$ cat src/rtl/io_periph_bus_pkg.sv
// Shared IO map for the peripheral bus: word-select bits, CNTL field positions, UART states.
// The firmware headers carry the same constants.
package io_periph_bus_pkg;

    localparam int unsigned SEL_LEDS_BIT = 2;
    localparam int unsigned SEL_DATA_BIT = 3;
    localparam int unsigned SEL_CNTL_BIT = 4;

    localparam int unsigned CNTL_BUSY_BIT  = 0;
    localparam int unsigned CNTL_FULL_BIT  = 1;
    localparam int unsigned CNTL_EMPTY_BIT = 2;
    localparam int unsigned CNTL_OVF_BIT   = 3;
    localparam int unsigned CNTL_COUNT_LSB = 4;
    localparam int unsigned CNTL_COUNT_MSB = 7;

    localparam int unsigned UART_BITS = 8;

    typedef enum logic [1:0] {
        TX_IDLE  = 2'd0,
        TX_START = 2'd1,
        TX_DATA  = 2'd2,
        TX_STOP  = 2'd3
    } tx_state_t;

endpackage

$ cat src/rtl/io_periph_bus_uart_tx.sv
// 8N1 UART transmit serializer: baud counter, bit index and shift register.
// Accepts a new byte in IDLE or on the last stop-bit cycle so frames run back-to-back.
module uart_tx_serializer
    import io_periph_bus_pkg::*;
#(
    parameter int unsigned BAUD_DIV = 434
) (
    input  logic       clk,
    input  logic       resetn,
    input  logic       in_valid,
    input  logic [7:0] in_data,
    output logic       in_ready_c,
    output logic       uart_tx,
    output logic       busy_c
);

    localparam int unsigned CNT_W = $clog2(BAUD_DIV);
    localparam logic [CNT_W-1:0] RELOAD = CNT_W'(BAUD_DIV - 1);
    localparam logic [2:0] LAST_BIT = 3'(UART_BITS - 1);

    tx_state_t        state;
    logic [CNT_W-1:0] cnt;
    logic [2:0]       bit_idx;
    logic [7:0]       shift;
    logic             baud_done;

    assign baud_done  = (cnt == '0);
    assign in_ready_c = (state == TX_IDLE) || ((state == TX_STOP) && baud_done);
    assign busy_c     = (state != TX_IDLE);

    always_ff @(posedge clk) begin
        if (!resetn) begin
            state   <= TX_IDLE;
            cnt     <= '0;
            bit_idx <= '0;
            shift   <= '0;
            uart_tx <= 1'b1;
        end else begin
            case (state)
                TX_IDLE: begin
                    if (in_valid) begin
                        state   <= TX_START;
                        shift   <= in_data;
                        uart_tx <= 1'b0;
                        cnt     <= RELOAD;
                    end
                end
                TX_START: begin
                    if (baud_done) begin
                        state   <= TX_DATA;
                        uart_tx <= shift[0];
                        bit_idx <= '0;
                        cnt     <= RELOAD;
                    end else begin
                        cnt <= cnt - CNT_W'(1);
                    end
                end
                TX_DATA: begin
                    if (baud_done) begin
                        cnt   <= RELOAD;
                        shift <= shift >> 1;
                        if (bit_idx == LAST_BIT) begin
                            state   <= TX_STOP;
                            uart_tx <= 1'b1;
                        end else begin
                            bit_idx <= bit_idx + 3'd1;
                            uart_tx <= shift[1];
                        end
                    end else begin
                        cnt <= cnt - CNT_W'(1);
                    end
                end
                TX_STOP: begin
                    if (baud_done) begin
                        // Chain straight into the next start bit when a byte is waiting.
                        if (in_valid) begin
                            state   <= TX_START;
                            shift   <= in_data;
                            uart_tx <= 1'b0;
                            cnt     <= RELOAD;
                        end else begin
                            state <= TX_IDLE;
                        end
                    end else begin
                        cnt <= cnt - CNT_W'(1);
                    end
                end
                default: state <= TX_IDLE;
            endcase
        end
    end

endmodule

$ cat src/rtl/io_periph_bus.sv
// Memory-mapped IO responder: one-hot word decode, LED register, UART TX FIFO and CNTL status.
// Read data is combinational because the core samples it at the edge that ends M.
module io_periph_bus
    import io_periph_bus_pkg::*;
#(
    parameter int unsigned BAUD_DIV   = 434,
    parameter int unsigned FIFO_DEPTH = 4,
    parameter int unsigned LED_WIDTH  = 5
) (
    input  logic                 clk,
    input  logic                 resetn,
    input  logic [31:0]          IO_mem_addr,
    input  logic [31:0]          IO_mem_wdata,
    input  logic                 IO_mem_wr,
    output logic [31:0]          IO_mem_rdata,
    output logic [LED_WIDTH-1:0] leds,
    output logic                 uart_tx
);

    localparam int unsigned PTR_W = $clog2(FIFO_DEPTH);
    localparam int unsigned CNT_W = PTR_W + 1;
    localparam logic [CNT_W-1:0] DEPTH_C = CNT_W'(FIFO_DEPTH);

    logic             sel_leds, sel_data, sel_cntl;
    logic [7:0]       fifo_mem [FIFO_DEPTH];
    logic [PTR_W-1:0] wr_ptr, rd_ptr;
    logic [CNT_W-1:0] count;
    logic             overflow;
    logic             full, empty;
    logic             push_req, push_ok, pop, ovf_set, ovf_clr;
    logic             ser_ready_c, ser_busy_c;
    logic [31:0]      cntl_word;
    logic             unused_bits;

    assign sel_leds = IO_mem_addr[SEL_LEDS_BIT];
    assign sel_data = IO_mem_addr[SEL_DATA_BIT];
    assign sel_cntl = IO_mem_addr[SEL_CNTL_BIT];
    assign unused_bits = ^{IO_mem_addr, IO_mem_wdata};

    assign full  = (count == DEPTH_C);
    assign empty = (count == '0);

    // A push into a full FIFO survives only when the serializer frees a slot on the same edge.
    assign pop      = ser_ready_c && !empty;
    assign push_req = IO_mem_wr && sel_data;
    assign push_ok  = push_req && (!full || pop);
    assign ovf_set  = push_req && full && !pop;
    assign ovf_clr  = IO_mem_wr && sel_cntl && IO_mem_wdata[CNTL_OVF_BIT];

    always_comb begin
        cntl_word = '0;
        cntl_word[CNTL_BUSY_BIT]  = ser_busy_c;
        cntl_word[CNTL_FULL_BIT]  = full;
        cntl_word[CNTL_EMPTY_BIT] = empty;
        cntl_word[CNTL_OVF_BIT]   = overflow;
        cntl_word[CNTL_COUNT_MSB:CNTL_COUNT_LSB] = 4'(count);
    end

    // Overlapping selects read back as the OR of every selected register; DATA reads 0.
    always_comb begin
        IO_mem_rdata = '0;
        if (sel_leds) IO_mem_rdata = IO_mem_rdata | 32'(leds);
        if (sel_cntl) IO_mem_rdata = IO_mem_rdata | cntl_word;
    end

    always_ff @(posedge clk) begin
        if (push_ok) fifo_mem[wr_ptr] <= IO_mem_wdata[7:0];
    end

    always_ff @(posedge clk) begin
        if (!resetn) begin
            leds     <= '0;
            wr_ptr   <= '0;
            rd_ptr   <= '0;
            count    <= '0;
            overflow <= 1'b0;
        end else begin
            if (IO_mem_wr && sel_leds) leds <= IO_mem_wdata[LED_WIDTH-1:0];
            if (push_ok) wr_ptr <= wr_ptr + PTR_W'(1);
            if (pop)     rd_ptr <= rd_ptr + PTR_W'(1);
            count <= count + CNT_W'(push_ok) - CNT_W'(pop);
            if (ovf_set)      overflow <= 1'b1;
            else if (ovf_clr) overflow <= 1'b0;
        end
    end

    uart_tx_serializer #(
        .BAUD_DIV (BAUD_DIV)
    ) u_ser (
        .clk        (clk),
        .resetn     (resetn),
        .in_valid   (!empty),
        .in_data    (fifo_mem[rd_ptr]),
        .in_ready_c (ser_ready_c),
        .uart_tx    (uart_tx),
        .busy_c     (ser_busy_c)
    );

endmodule

$ cat config.mk
export PLATFORM = sky130hd
export DESIGN_NAME = io_periph_bus
export DESIGN_NICKNAME = d
export VERILOG_FILES = /design/src/rtl/io_periph_bus_pkg.sv /design/src/rtl/io_periph_bus_uart_tx.sv /design/src/rtl/io_periph_bus.sv
export SDC_FILE = /design/constraint.sdc
export NUM_CORES = 1
export LEC_CHECK = 0
export BUFFER_PORTS_ARGS = -buffer_cell sky130_fd_sc_hd__buf_2
export CAP_MARGIN = 40
export CORE_ASPECT_RATIO = 0.75
export CORE_MARGIN = 5
export CORE_UTILIZATION = 53
export CTS_BUF_LIST = sky130_fd_sc_hd__clkbuf_2
export CTS_CLUSTER_DIAMETER = 40
export DETAILED_ROUTE_END_ITERATION = 7
export PLACE_DENSITY = 0.8
export SYNTH_ARGS = -nofsm -noshare
export SYNTH_HDL_FRONTEND = slang
export SYNTH_SLANG_ARGS = --single-unit
$ cat constraint.sdc
create_clock -name clk -period 3.2 [get_ports clk]
set_clock_uncertainty 0.1 [all_clocks]
set_input_delay 0.16 -clock clk [delete_from_list [all_inputs] [get_ports clk]]
set_output_delay 0.16 -clock clk [all_outputs]
set_load 0.01 [all_outputs]
* Word level (Yosys, flattened, before mapping) *
Memory sizes are Yosys's and may differ from the RTL's. A register that Yosys moved wholly into a read port is not among the register bits.
Index checks and enable logic that the tools add are counted.

storage, ports and cells
  register bits after elaboration = 36
  RAM bits = 32
  input port bits = 67
  logic and storage cells = 88
  memories kept = 1

memory list
  memory    depth  width  read ports  clocked after memory_dff  write ports  line                 RTL
  fifo_mem  4      8      1           1                         1            io_periph_bus.sv:25  logic [7:0] fifo_mem [FIFO_DEPTH];

operators by class
  add/subtract/negate cells = 6
  eq/ne operators = 11
  mux-type cells = 33
  bitwise operators = 1
  reduce and logical (&&, ||, !) cells = 26

operator list
  operator               count
  $mux W32               1
  $or A32 B7 Y32         1
  $mux W9                3
  $pmux W9 S3            1
  $mux W8                3
  $pmux W8 S3            1
  $mux W2                7
  $mux W1                10
  $logic_and A1 B1 Y1    9
  $logic_not A9 Y1       1
  $mux W3                3
  $sub A9 B1 Y9 const B  1
  $ne A2 B1 Y1 const B   4
  $pmux W2 S4            1
  $eq A3 B3 Y1 const B   2
  $pmux W3 S2            1
  $reduce_and A3 Y1      2
  $reduce_bool A2 Y1     3
  $mux W5                1
  $reduce_and A5 Y1      1
  $add A2 B1 Y2 const B  2
  $eq A2 B2 Y1 const B   2
  $ne A2 B2 Y1 const B   2
  $pmux W1 S4            1
  11 further kinds       14

* Longest topological paths before layout *
  word-level depth = 8
  mapped depth = 14
  gate-level depth less buffers = 14

* By module *
Synthesis repeated with hierarchy kept, for this count alone.

second synthesis, totals
  cell total of the unflattened synthesis = 331
  area, all modules = 3619.7 sq um

by module, submodules not included
  module              times used  cells each  area each (sq um)  sequential area each (sq um)
  io_periph_bus       1           155         2134.5             1261.2
  uart_tx_serializer  1           176         1485.2             460.4

* Worst setup path before layout *
OpenSTA, ideal clock, no wires.

  path type = register to register
  start point = register u_ser.cnt[1]
  end point = register count[2]
  library setup time = 128 ps
  data arrival time = 2641 ps
  data required time = 2972 ps
  path slack = 332 ps
  stages on the path, launching flop included = 15
  path buffers = 0
  clock period less this slack = 2868 ps
  cell sequence = dfxtp_1 -> inv_1 -> ha_1 -> nor4b_4 -> nand3_1 -> a21oi_2 -> inv_1 -> ha_1 -> inv_1 -> ha_1 -> inv_1 -> fa_1 -> xor2_1 -> xnor2_1 -> nor2_1

between the ends
  word-level cells in the longest chain between the ends = 8

RTL lines
  item                      line                         RTL
  start: declaration        io_periph_bus_uart_tx.sv:22  logic [CNT_W-1:0] cnt;
  start signal: assignment  io_periph_bus_uart_tx.sv:55  cnt <= cnt - CNT_W'(1);
  start signal: assignment  io_periph_bus_uart_tx.sv:70  cnt <= cnt - CNT_W'(1);
  start signal: assignment  io_periph_bus_uart_tx.sv:85  cnt <= cnt - CNT_W'(1);
  $logic_not A9 Y1 *        io_periph_bus_uart_tx.sv:27  assign baud_done = (cnt == '0);
  $logic_and A1 B1 Y1 *     io_periph_bus_uart_tx.sv:28  assign in_ready_c = (state == TX_IDLE) || ((state == TX_STOP) && baud_done);
  $logic_or A1 B1 Y1 *      io_periph_bus_uart_tx.sv:28
  $logic_and A1 B1 Y1 *     io_periph_bus.sv:44          assign pop = ser_ready_c && !empty;
  $logic_or A1 B1 Y1        io_periph_bus.sv:46          assign push_ok = push_req && (!full || pop);
  $logic_and A1 B1 Y1       io_periph_bus.sv:46
  $add A3 B1 Y3             io_periph_bus.sv:81          count <= count + CNT_W'(push_ok) - CNT_W'(pop);
  $sub A3 B1 Y3 *           io_periph_bus.sv:81
  end signal: assignment    io_periph_bus.sv:81
  end: declaration          io_periph_bus.sv:27          logic [CNT_W-1:0] count;

Every way passes the cells marked *; elsewhere a longest branch is shown, timed or not.
A chain may end at the register's enable or synchronous reset.

* Worst setup path in the final report *
Same ends and word-level chain as after synthesis.

==> flow_metrics.tcl <==
set metrics [dict create \
    synth_adder_area_share_pct 5.56 \
    async_reset_ff_share_pct 0 \
    grt_pass1_wl_mm 12.3 \
    drc 0 \
    cts_resized 0 \
    pin_count 105 \
    core_sq_mm 0.00638 \
    drv_slew 0 \
    yosysTopAreaCellShare_pct 27.4 \
    power-per-cell-area_mw_per_mm2 831 \
    final_cell_mix "dfxtp_1, edfxtp_1, a21oi_1" \
    critPathKind "reg2reg" \
    cpMostUsedCell "inv_1" \
    setup_tns_ns 0 \
    synthSimpleGateAreaFrac_pct 12.9 \
    drtIter0Drc 319 \
    row_count 25 \
    viasPerCell 5.70 \
    synth_compound_area_share_pct 14.6 \
    initial_core_util_pct 55.0 \
    cts_buffer_depth 2 \
    pwr-share-seq_pct 39.5 \
    arrival_ns 3.23 \
    grt_max_degree 24 \
    slowest_stage "dfxtp_1" \
    routedWlPerCell_microns 16.1 \
    dieArea_sq_mm 0.00837 \
    outcome "complete, no violations" \
    grt_pass1_vias 2504 \
    num_vias 2553 \
    grt-ovfl-total 0 \
    drtPass1Iterations 4 \
    fp.dieW_microns 104 \
    synth-seq-area-share_pct 49.1 \
    track_usage_pct 18.4 \
    antenna_found_initial 0 \
    ys_types 57 \
    synth_warnings 0 \
    antenna_cells 0 \
    ys.flop_type "dfxtp_1" \
    rsz0062_at_grt "no" \
    hp-class "in2reg" \
    startpoint_type "flip-flop" \
    cts_root_buffer "clkbuf_2" \
    swShare_pct 38.6 \
    synthToLayoutAreaGrowth_pct 11.2 \
    netlist_top_cells_area "edfxtp_1, dfxtp_1, buf_4" \
    tritoncts "built" \
    crit_chain "inv_1 > ha_1 > nor4b_4 > nand3_1 > a21oi_2 > inv_1 > ha_1 > inv_1 > ha_1 > inv_1 > fa_1 > xor2_1 > xnor2_1 > nor2_1" \
    syn_inst 320 \
    clkPwrFrac_pct 17.8 \
    nets 444 \
    place.gp.congestion 0.857 \
    layout_commonest_cell "dfxtp_1" \
    tightest_slew_ns 0.791 \
    crit_fanout 5 \
    p_leak_nw 1.55 \
    clock_latency_ns 0.52 \
    dp_hpwl_mm 5.06 \
    die_h_microns 80.5 \
    avgSynthCellArea_sq_um 11.0 \
    intPower_mw 1.99 \
    cp.required_ns 3.49 \
    io_buffers 26 \
    wl_mm 7.23 \
    endpoint_kind "flip-flop" \
    htreeDepth 3 \
    cts_setup_buffers 0 \
    vdd_drop_max_v 0.000480 \
    layout-drive-gt1-share_pct 19.3 \
    synth_xor_area_share_pct 0.998 \
    cts_inserted_buffers 9 \
    clkTransAtPathRegs_ns 0.22 \
    min_period_over_period_pct 91.9 \
    synth_mux_area_share_pct 8.24 \
    slew_headroom_pct 47.2 \
    hold_viol_final 0 \
    fin_cells 448 \
    cap_viol_max_count 0 \
    ys_ff_latch 70 \
    synth_edf_count 32 \
    dp_cells 417 \
    power_frac_comb_pct 42.7 \
    synth_top_family_by_area "compound AO/OA/AOI/OAI gates" \
    cts.sinks 70 \
    critPathMaxStageDelay_ns 0.37 \
    synth_area_sq_mm 0.00351 \
    postRouteAntennaNets 0 \
    p_sw_mw 1.25 \
    synth_top_area_cell "edfxtp_1" \
    finalSetupViolCount 0 \
    fmax_mhz 340 \
    fin_crit_ns 2.94 \
]
-- state kept, by name, summed over array words and instances (netlist names), named ones only --
register,flops
rd_ptr,2
wr_ptr,2
u_ser.bit_idx,3
u_ser.uart_tx,1
u_ser.state,2
leds,5
overflow,1
u_ser.cnt,9
fifo_mem,32
count,3
u_ser.shift,8
-- cell type report --
cell class	count	area, sq um
Multi-Input combinational cell	222	1580
Inverter	14	52.6
Fill cell	517	2480
Timing Repair Buffer	45	310
Sequential cell	70	1720
Tap cell	81	101
Clock buffer	10	50.0
Clock inverter	6	86.3
-- worst paths after layout --
kind | from | to | slack (ns) | cells after the start
hold / removal | IO_mem_wdata[5] | fifo_mem[1][5]$_DFFE_PP_ | 0.28 | 2
hold reg to reg | u_ser.shift[6]$_SDFFE_PN0P_ | u_ser.shift[6]$_SDFFE_PN0P_ | 0.39 | 2
setup / recovery | u_ser.cnt[1]$_SDFF_PN0_ | count[2]$_SDFF_PN0_ | 0.26 | 14
setup reg to reg | u_ser.cnt[1]$_SDFF_PN0_ | count[2]$_SDFF_PN0_ | 0.26 | 14
-- timing repair --
item                       CTS  global route
setup endpoints to repair    0             0
hold buffers                15             0
hold endpoints to repair    47             0
-- cell families (layout without fill, tap and decap cells) --
kind of cell,Yosys count,after routing
DFF,70,70
muxes,18,18
buffers and inverters,52,75
and+or+nand+nor,82,82
AOI/OAI and AO/OA,78,78
adders and majority gates,15,15
other,1,25
xor gates and xnor gates,4,4
-- power groups by stage --
stage	clock, mW	sequential (mW)	combinational [mW]
floorplan	0	1.22	1.12
global placement	0	1.29	1.31
detailed placement	0	1.30	1.35
CTS	0.584	1.28	1.37
global route	0.630	1.31	1.56
finish	0.576	1.28	1.38
-- per-layer routing --
metal,part of all wire (%),wire (microns),global-route usage [%]
met1,43,3090,23.7
met2,48,3490,30.4
met3,7.7,559,5.06
met4,1.2,88,5.56
met5,0,0,0
-- per-stage QoR --
step | hold WS, ns | instance area (sq um) | setup WS [ns] | total power, mW | utilization (%)
after floorplan | 0.159 | 3600 | 0.332 | 2.34 | -
after global placement | 0.274 | 3610 | 0.345 | 2.60 | 56.6
after detailed placement | 0.290 | 3610 | 0.312 | 2.65 | 56.6
after CTS | 0.252 | 3900 | 0.269 | 3.24 | 61.1
after global routing | 0.239 | 3900 | 0.0398 | 3.50 | 61.1
final | 0.278 | 3900 | 0.259 | 3.24 | 61.1
-- critical path, delay by kind of cell, from the launching register on --
kind | cells | cell delay, ns
flip-flops | 1 | 0.37
adder cells (fa/ha/maj) | 4 | 0.98
AND/OR/NAND/NOR | 3 | 0.60
XOR/XNOR | 2 | 0.31
buffers and inverters | 4 | 0.24
AO/OA/AOI/OAI | 1 | 0.20
-- cell usage after synthesis (3+ instances only) --
cell	count
inv_1	13
a22o_1	5
xnor2_1	3
buf_4	25
edfxtp_1	32
mux4_2	8
a211oi_1	4
nand3_1	16
ha_1	14
dfxtp_1	38
mux2i_1	3
and2_1	7
a21oi_1	30
o21ai_0	15
clkbuf_1	10
mux2_2	7
nor3_1	5
nor4_1	3
nor2_1	12
nand2_1	21
No activity file was read; power rests on OpenSTA's default activity.
